**config.mk**
```make
export PLATFORM = sky130hd
export DESIGN_NAME = accel_divider_flat
export DESIGN_NICKNAME = d
export VERILOG_FILES = /design/src/rtl/accel_if.sv /design/src/rtl/accel_divider.sv /design/src/flat_wrapper.sv
export SDC_FILE = /design/constraint.sdc
export NUM_CORES = 1
export LEC_CHECK = 0
export ABC_CLOCK_PERIOD_IN_PS = 3700
export BUFFER_PORTS_ARGS = -buffer_cell sky130_fd_sc_hd__buf_2
export CAP_MARGIN = 30
export CORE_ASPECT_RATIO = 0.9
export CORE_MARGIN = 2
export CORE_UTILIZATION = 31
export DETAILED_ROUTE_END_ITERATION = 6
export GPL_TIMING_DRIVEN = 0
export PLACE_DENSITY = 0.46
export SLEW_MARGIN = 40
export SYNTH_ARGS = -nofsm -noshare
export SYNTH_HDL_FRONTEND = slang
export SYNTH_SLANG_ARGS = --single-unit
```
**constraint.sdc**
```tcl
create_clock -name clk -period 3.7 [get_ports clk]
set_input_delay 0.74 -clock clk [delete_from_list [all_inputs] [get_ports clk]]
set_output_delay 0.74 -clock clk [all_outputs]
set_load 0.005 [all_outputs]
```
**src/rtl/accel_if.sv**
```systemverilog
// Accelerator bus between the CPU's WACC/RACC datapath (master) and an accelerator (slave).
interface accel_if #(
    parameter int WIDTH = 16
);
    logic             accel_can_write;
    logic             accel_write_enable;
    logic [WIDTH-1:0] accel_write_data;
    logic             accel_can_read;
    logic             accel_read_enable;
    logic [WIDTH-1:0] accel_read_data;

    modport master (
        input  accel_can_write, accel_can_read, accel_read_data,
        output accel_write_enable, accel_write_data, accel_read_enable
    );

    modport slave (
        output accel_can_write, accel_can_read, accel_read_data,
        input  accel_write_enable, accel_write_data, accel_read_enable
    );
endinterface

```
**src/rtl/accel_divider.sv**
```systemverilog
// Iterative restoring divider on the accelerator bus: write dividend, divisor; read quotient, remainder.
// Define ACCEL_DIV_SIGNED_EN for two's-complement signed division (truncating toward zero).
module accel_divider #(
    parameter int WIDTH = 16
) (
    input  logic   clk,
    input  logic   rst,
    accel_if.slave bus,
    output logic   busy
);
    localparam int CW = $clog2(WIDTH);

    typedef enum logic [2:0] {
        S_A,
        S_B,
        S_BUSY,
        S_Q,
        S_R
`ifdef ACCEL_DIV_SIGNED_EN
        , S_FIX
`endif
    } state_e;

    state_e           state_q, state_d;
    logic [WIDTH-1:0] dvd_q, dvd_d;     // dividend, becomes the quotient as bits shift in
    logic [WIDTH-1:0] dvs_q, dvs_d;
    logic [WIDTH:0]   rem_q, rem_d;
    logic [CW-1:0]    cnt_q, cnt_d;
    logic [WIDTH-1:0] rdata_q, rdata_d;

    logic [WIDTH:0]   rem_shift;
    logic [WIDTH:0]   rem_sub;
    logic             q_bit;

`ifdef ACCEL_DIV_SIGNED_EN
    logic [WIDTH-1:0] orig_q, orig_d;
    logic             neg_quo_q, neg_quo_d;
    logic             neg_rem_q, neg_rem_d;

    function automatic logic [WIDTH-1:0] magnitude(input logic [WIDTH-1:0] v);
        return v[WIDTH-1] ? -v : v;
    endfunction
`endif

    always_comb begin
        // NOTE: every signal assigned here gets a default first so no path can infer a latch.
        state_d = state_q;
        dvd_d   = dvd_q;
        dvs_d   = dvs_q;
        rem_d   = rem_q;
        cnt_d   = cnt_q;
        rdata_d = rdata_q;
`ifdef ACCEL_DIV_SIGNED_EN
        orig_d    = orig_q;
        neg_quo_d = neg_quo_q;
        neg_rem_d = neg_rem_q;
`endif

        rem_shift = {rem_q[WIDTH-1:0], dvd_q[WIDTH-1]};
        rem_sub   = rem_shift - {1'b0, dvs_q};
        q_bit     = (rem_shift >= {1'b0, dvs_q});

        case (state_q)
            S_A: begin
                if (bus.accel_write_enable) begin
                    dvd_d   = bus.accel_write_data;
                    state_d = S_B;
                end
            end
            S_B: begin
                if (bus.accel_write_enable) begin
`ifdef ACCEL_DIV_SIGNED_EN
                    orig_d    = dvd_q;
                    neg_quo_d = dvd_q[WIDTH-1] ^ bus.accel_write_data[WIDTH-1];
                    neg_rem_d = dvd_q[WIDTH-1];
                    dvd_d     = magnitude(dvd_q);
                    dvs_d     = magnitude(bus.accel_write_data);
`else
                    dvs_d     = bus.accel_write_data;
`endif
                    rem_d   = '0;
                    cnt_d   = '0;
                    state_d = S_BUSY;
                end
            end
            S_BUSY: begin
                // A zero divisor needs no special case: every compare succeeds, giving
                // an all-ones quotient and the dividend as remainder.
                rem_d = q_bit ? rem_sub : rem_shift;
                dvd_d = {dvd_q[WIDTH-2:0], q_bit};
                cnt_d = cnt_q + 1'b1;
                if (cnt_q == CW'(WIDTH - 1)) begin
`ifdef ACCEL_DIV_SIGNED_EN
                    state_d = S_FIX;
`else
                    rdata_d = {dvd_q[WIDTH-2:0], q_bit};
                    state_d = S_Q;
`endif
                end
            end
`ifdef ACCEL_DIV_SIGNED_EN
            S_FIX: begin
                if (dvs_q == '0) begin
                    rdata_d = '1;
                    rem_d   = {1'b0, orig_q};
                end else begin
                    rdata_d = neg_quo_q ? -dvd_q : dvd_q;
                    rem_d   = {1'b0, neg_rem_q ? -rem_q[WIDTH-1:0] : rem_q[WIDTH-1:0]};
                end
                state_d = S_Q;
            end
`endif
            S_Q: begin
                if (bus.accel_read_enable) begin
                    rdata_d = rem_q[WIDTH-1:0];
                    state_d = S_R;
                end
            end
            S_R: begin
                if (bus.accel_read_enable) begin
                    rdata_d = '0;
                    state_d = S_A;
                end
            end
            default: state_d = S_A;
        endcase
    end

    // NOTE: state flops use non-blocking assignments so every flop samples pre-edge values.
    always_ff @(posedge clk) begin
        if (rst) begin
            state_q <= S_A;
            cnt_q   <= '0;
            rdata_q <= '0;
        end else begin
            state_q <= state_d;
            cnt_q   <= cnt_d;
            rdata_q <= rdata_d;
        end
    end

    // NOTE: operand/accumulator flops carry no reset; every path into S_Q reloads them first.
    always_ff @(posedge clk) begin
        dvd_q <= dvd_d;
        dvs_q <= dvs_d;
        rem_q <= rem_d;
`ifdef ACCEL_DIV_SIGNED_EN
        orig_q    <= orig_d;
        neg_quo_q <= neg_quo_d;
        neg_rem_q <= neg_rem_d;
`endif
    end

    assign bus.accel_can_write = (state_q == S_A) || (state_q == S_B);
    assign bus.accel_can_read  = (state_q == S_Q) || (state_q == S_R);
    assign bus.accel_read_data = rdata_q;
`ifdef ACCEL_DIV_SIGNED_EN
    assign busy = (state_q == S_BUSY) || (state_q == S_FIX);
`else
    assign busy = (state_q == S_BUSY);
`endif
endmodule

```
**src/flat_wrapper.sv**
```systemverilog
// flat-port wrapper written by rule: the top's interface ports become plain ports
module accel_divider_flat 
#(
    parameter int WIDTH = 16
)
  (clk, rst, busy, bus_accel_can_write, bus_accel_can_read, bus_accel_read_data, bus_accel_write_enable, bus_accel_write_data, bus_accel_read_enable);
  accel_if #(.WIDTH(WIDTH)) bus_i ();
  input  logic clk;
  input  logic rst;
  output logic busy;
  output wire logic [$bits(bus_i.accel_can_write)-1:0] bus_accel_can_write;
  output wire logic [$bits(bus_i.accel_can_read)-1:0] bus_accel_can_read;
  output wire logic [$bits(bus_i.accel_read_data)-1:0] bus_accel_read_data;
  input wire logic [$bits(bus_i.accel_write_enable)-1:0] bus_accel_write_enable;
  input wire logic [$bits(bus_i.accel_write_data)-1:0] bus_accel_write_data;
  input wire logic [$bits(bus_i.accel_read_enable)-1:0] bus_accel_read_enable;
  assign bus_accel_can_write = bus_i.accel_can_write;
  assign bus_accel_can_read = bus_i.accel_can_read;
  assign bus_accel_read_data = bus_i.accel_read_data;
  assign bus_i.accel_write_enable = bus_accel_write_enable;
  assign bus_i.accel_write_data = bus_accel_write_data;
  assign bus_i.accel_read_enable = bus_accel_read_enable;
  accel_divider #(.WIDTH(WIDTH)) u_core (.clk(clk), .rst(rst), .bus(bus_i), .busy(busy));
endmodule
```
==> summary.txt <==
Layout
  • Layout cells sized above 1: 20.5%
  • Area Growth Syn to Fin: 17.5%
  • NumNets Final: 492
  • Final core utilization: 36.9%
  • Final Cell Area: 4630 um^2
  • Filler cells: 1295
  • N_diodes: 0

Setup path
  • CP max stage delay: 0.47 ns
  • Most frequent CP cell: clkbuf_1
  • Reg2reg start: u_core.dvd_q[15]
  • Critical Path RT: 2.96 ns
  • Worst Path Max Fanout: 10
  • Worst reg2reg setup slack: 1.01 ns
  • Critical Path Sink: bus_accel_can_read
  • CP Launch Point: u_core.state_q[0]
  • Critical Path Sink Type: output pin
  • Worst Path Arrival: 2.21 ns
  • Worst-path cell chain: clkbuf_1 > nor2_1 > a21oi_4 > clkbuf_1 > inv_1 > buf_2
  • Cells on worst reg2reg path: 10
  • Worst reg2reg endpoint: u_core.rem_q[12]
  • Startpoint types: flop
  • WS Path Type: reg2out
  • CP max-delay cell: clkbuf_1

Timing
  • Slew HR: 51.0%
  • Worst clock skew: 0.00481 ns
  • Setup TNS: 0 ns
  • Final Max Tran Viols: 0
  • Final hold vios: 0
  • Hold WS: 0.477 ns
  • Setup violators final: 0
  • Least-Margin Pin Slew: 0.734 ns
  • Fin crit share: 79.9%
  • Unrepaired setup endpoints after global routing: no
  • Fmax: 338 MHz
  • Fin crit period: 2.95 ns

GRT
  • Vias in the first global route: 3092
  • Largest net degree at the start of global routing: 18
  • GRT Overall Usage: 16.1%
  • Initial antenna violation count: 0
  • First-pass GRT wire length: 16700 um
  • Overflow after GRT: 0

Logic synthesis
  • Main synth FF type: edfxtp_1
  • Cells after Synth: 403
  • Ys async rst share: 0%
  • Commonest cells post-synth: nand2_1 (77), edfxtp_1 (48), nor2_1 (35)
  • Count leader, synth: nand2_1
  • Syn avg cell area: 9.79 um^2
  • Sequential share of the synthesized area: 48.2%
  • Area leader, netlist: edfxtp_1
  • Flops & latches, synth: 71
  • Synth warn: 0
  • EDFF count, synth: 48
  • Top cells by area, synth: edfxtp_1 (37%), dfxtp_1 (12%), nand2_1 (7.3%), ha_1 (5.4%), a211oi_2 (4.8%)
  • Area share of the largest cell type after synthesis: 36.5%
  • Synth unique cells: 52
  • Syn nets: 441
  • Synth Cell Area: 3940 um^2

Die
  • IO Pins: 39
  • # rows: 39
  • Die Area: 13600 um^2
  • Core area: 12500 um^2
  • Die Span Y: 111 um
  • Initial Util: 31.4%
  • Die X: 123 um

Routing
  • DRT iter0 DRCs: 220
  • ANT nets after route: 0
  • Drt wl/cell: 16.7 um
  • Vias/cell: 5.03
  • Drt pass-1 iters: 4
  • Drt drc: 0
  • Via count: 3133
  • Final WL: 10400 um

Place
  • Placer Congestion: 0.759
  • Port Buffer Count: 38
  • DP HPWL: 7910 um
  • Dpl cell area: 4360 um^2

Clock tree
  • H-tree depth: 3
  • CTS resizes: 0
  • CTS tree: yes
  • CTS root buffer: clkbuf_16
  • TritonCTS buffer count: 9
  • Post-CTS Hold Buffers: 0
  • Postcts setup bufs: 0
  • CTS clk-pin slew, worst paths: 0.06 ns
  • Clock Sinks: 71
  • Clock Path Buffers: 2
  • Worst skew pair latency: 0.33 ns

Pwr
  • P_leak: 0.00194 uW
  • Tot Pwr: 2270 uW
  • Peak VDD IR: 0.244 mV
  • P per Cell Area: 491 nW/um^2

Hold path
  • Hold Crit Class: reg2reg

Job
  • Max-Cap Viols: 0

Status
  • Status: finished clean
-- critical path, delay by kind of cell, from the launching register on --
| family | cells | cell delay, ns |
|---|---|---|
| simple gates | 1 | 0.15 |
| flops | 1 | 0.32 |
| buf+inv | 4 | 1.01 |
| compound gates | 1 | 0.40 |
-- cells in the final DEF, fill, tap and decap left out, drive strengths merged, types with 3 or more instances in the layout --
cell type	synthesis	final
nand2	77	77
buf	14	54
edfxtp	48	48
nor2	35	35
a21oi	30	30
inv	23	24
dfxtp	23	23
a211oi	23	23
clkbuf	7	18
a22oi	17	17
ha	17	17
o21ai	13	13
a21o	9	9
and3	8	8
nand3	7	7
xnor2	5	5
nand4	3	3
xor2	3	3
or4	3	3
clkinv	0	3
-- logic make-up (layout without fill, tap and decap cells) --
group,after synthesis,after routing,share of synthesized area (%)
mux,1,1,0.286
flops,71,71,48.2
fa+ha+maj,18,18,5.90
xor+xnor,8,8,1.78
buf+inv,44,100,5.20
simple gates,150,150,16.9
compound gates,111,111,21.7
-- metal layers --
layer  GRT usage, %  share of wire (%)  wire length, um
met4           3.45               0.88               92
met3           3.76                4.4              460
met1           22.6                 49             5160
met5              0                  0                0
met2           25.2                 45             4710
-- stage by stage --
| stage | instances | setup slack (ns) |
|---|---|---|
| after floorplan | 403 | 1.37 |
| after global placement | 605 | 0.336 |
| after detailed placement | 607 | 1.03 |
| after CTS | 623 | 0.737 |
| after global routing | 623 | 0.561 |
| final | 623 | 0.745 |
-- worst min-delay path by stage --
stage | start | end | slack, ns | cells after the start
after global placement | u_core.cnt_q[3] | u_core.cnt_q[3] | 0.46 | 1
after CTS | u_core.cnt_q[3] | u_core.cnt_q[3] | 0.47 | 1
final | u_core.cnt_q[3] | u_core.cnt_q[3] | 0.48 | 1
after global routing | u_core.cnt_q[3] | u_core.cnt_q[3] | 0.50 | 1
after detailed placement | u_core.cnt_q[3] | u_core.cnt_q[3] | 0.46 | 1
after floorplan | u_core.cnt_q[3] | u_core.cnt_q[3] | 0.43 | 1
-- sequential cells by signal (all words and copies together) (netlist names) --
name and flops:
u_core.dvd_q 16, u_core.state_q 3, u_core.rem_q 16, u_core.dvs_q 16, u_core.cnt_q 4, u_core.bus.accel_read_data 16
-- report_power, final --
group	internal, uW	switching [uW]
logic	185	296
clock network	471	341
registers	935	44.4
-- layout make-up --
type,count,area [um^2],area share (%)
Tap cell,164,205,4.43
Inverter,23,86.3,1.86
Multi-Input combinational cell,288,1840,39.8
Clock inverter,5,32.5,0.702
Sequential cell,71,1900,41.0
Buffer,21,119,2.57
Timing Repair Buffer,40,203,4.37
Clock buffer,11,243,5.24
No activity file was read; power rests on OpenSTA's default activity.
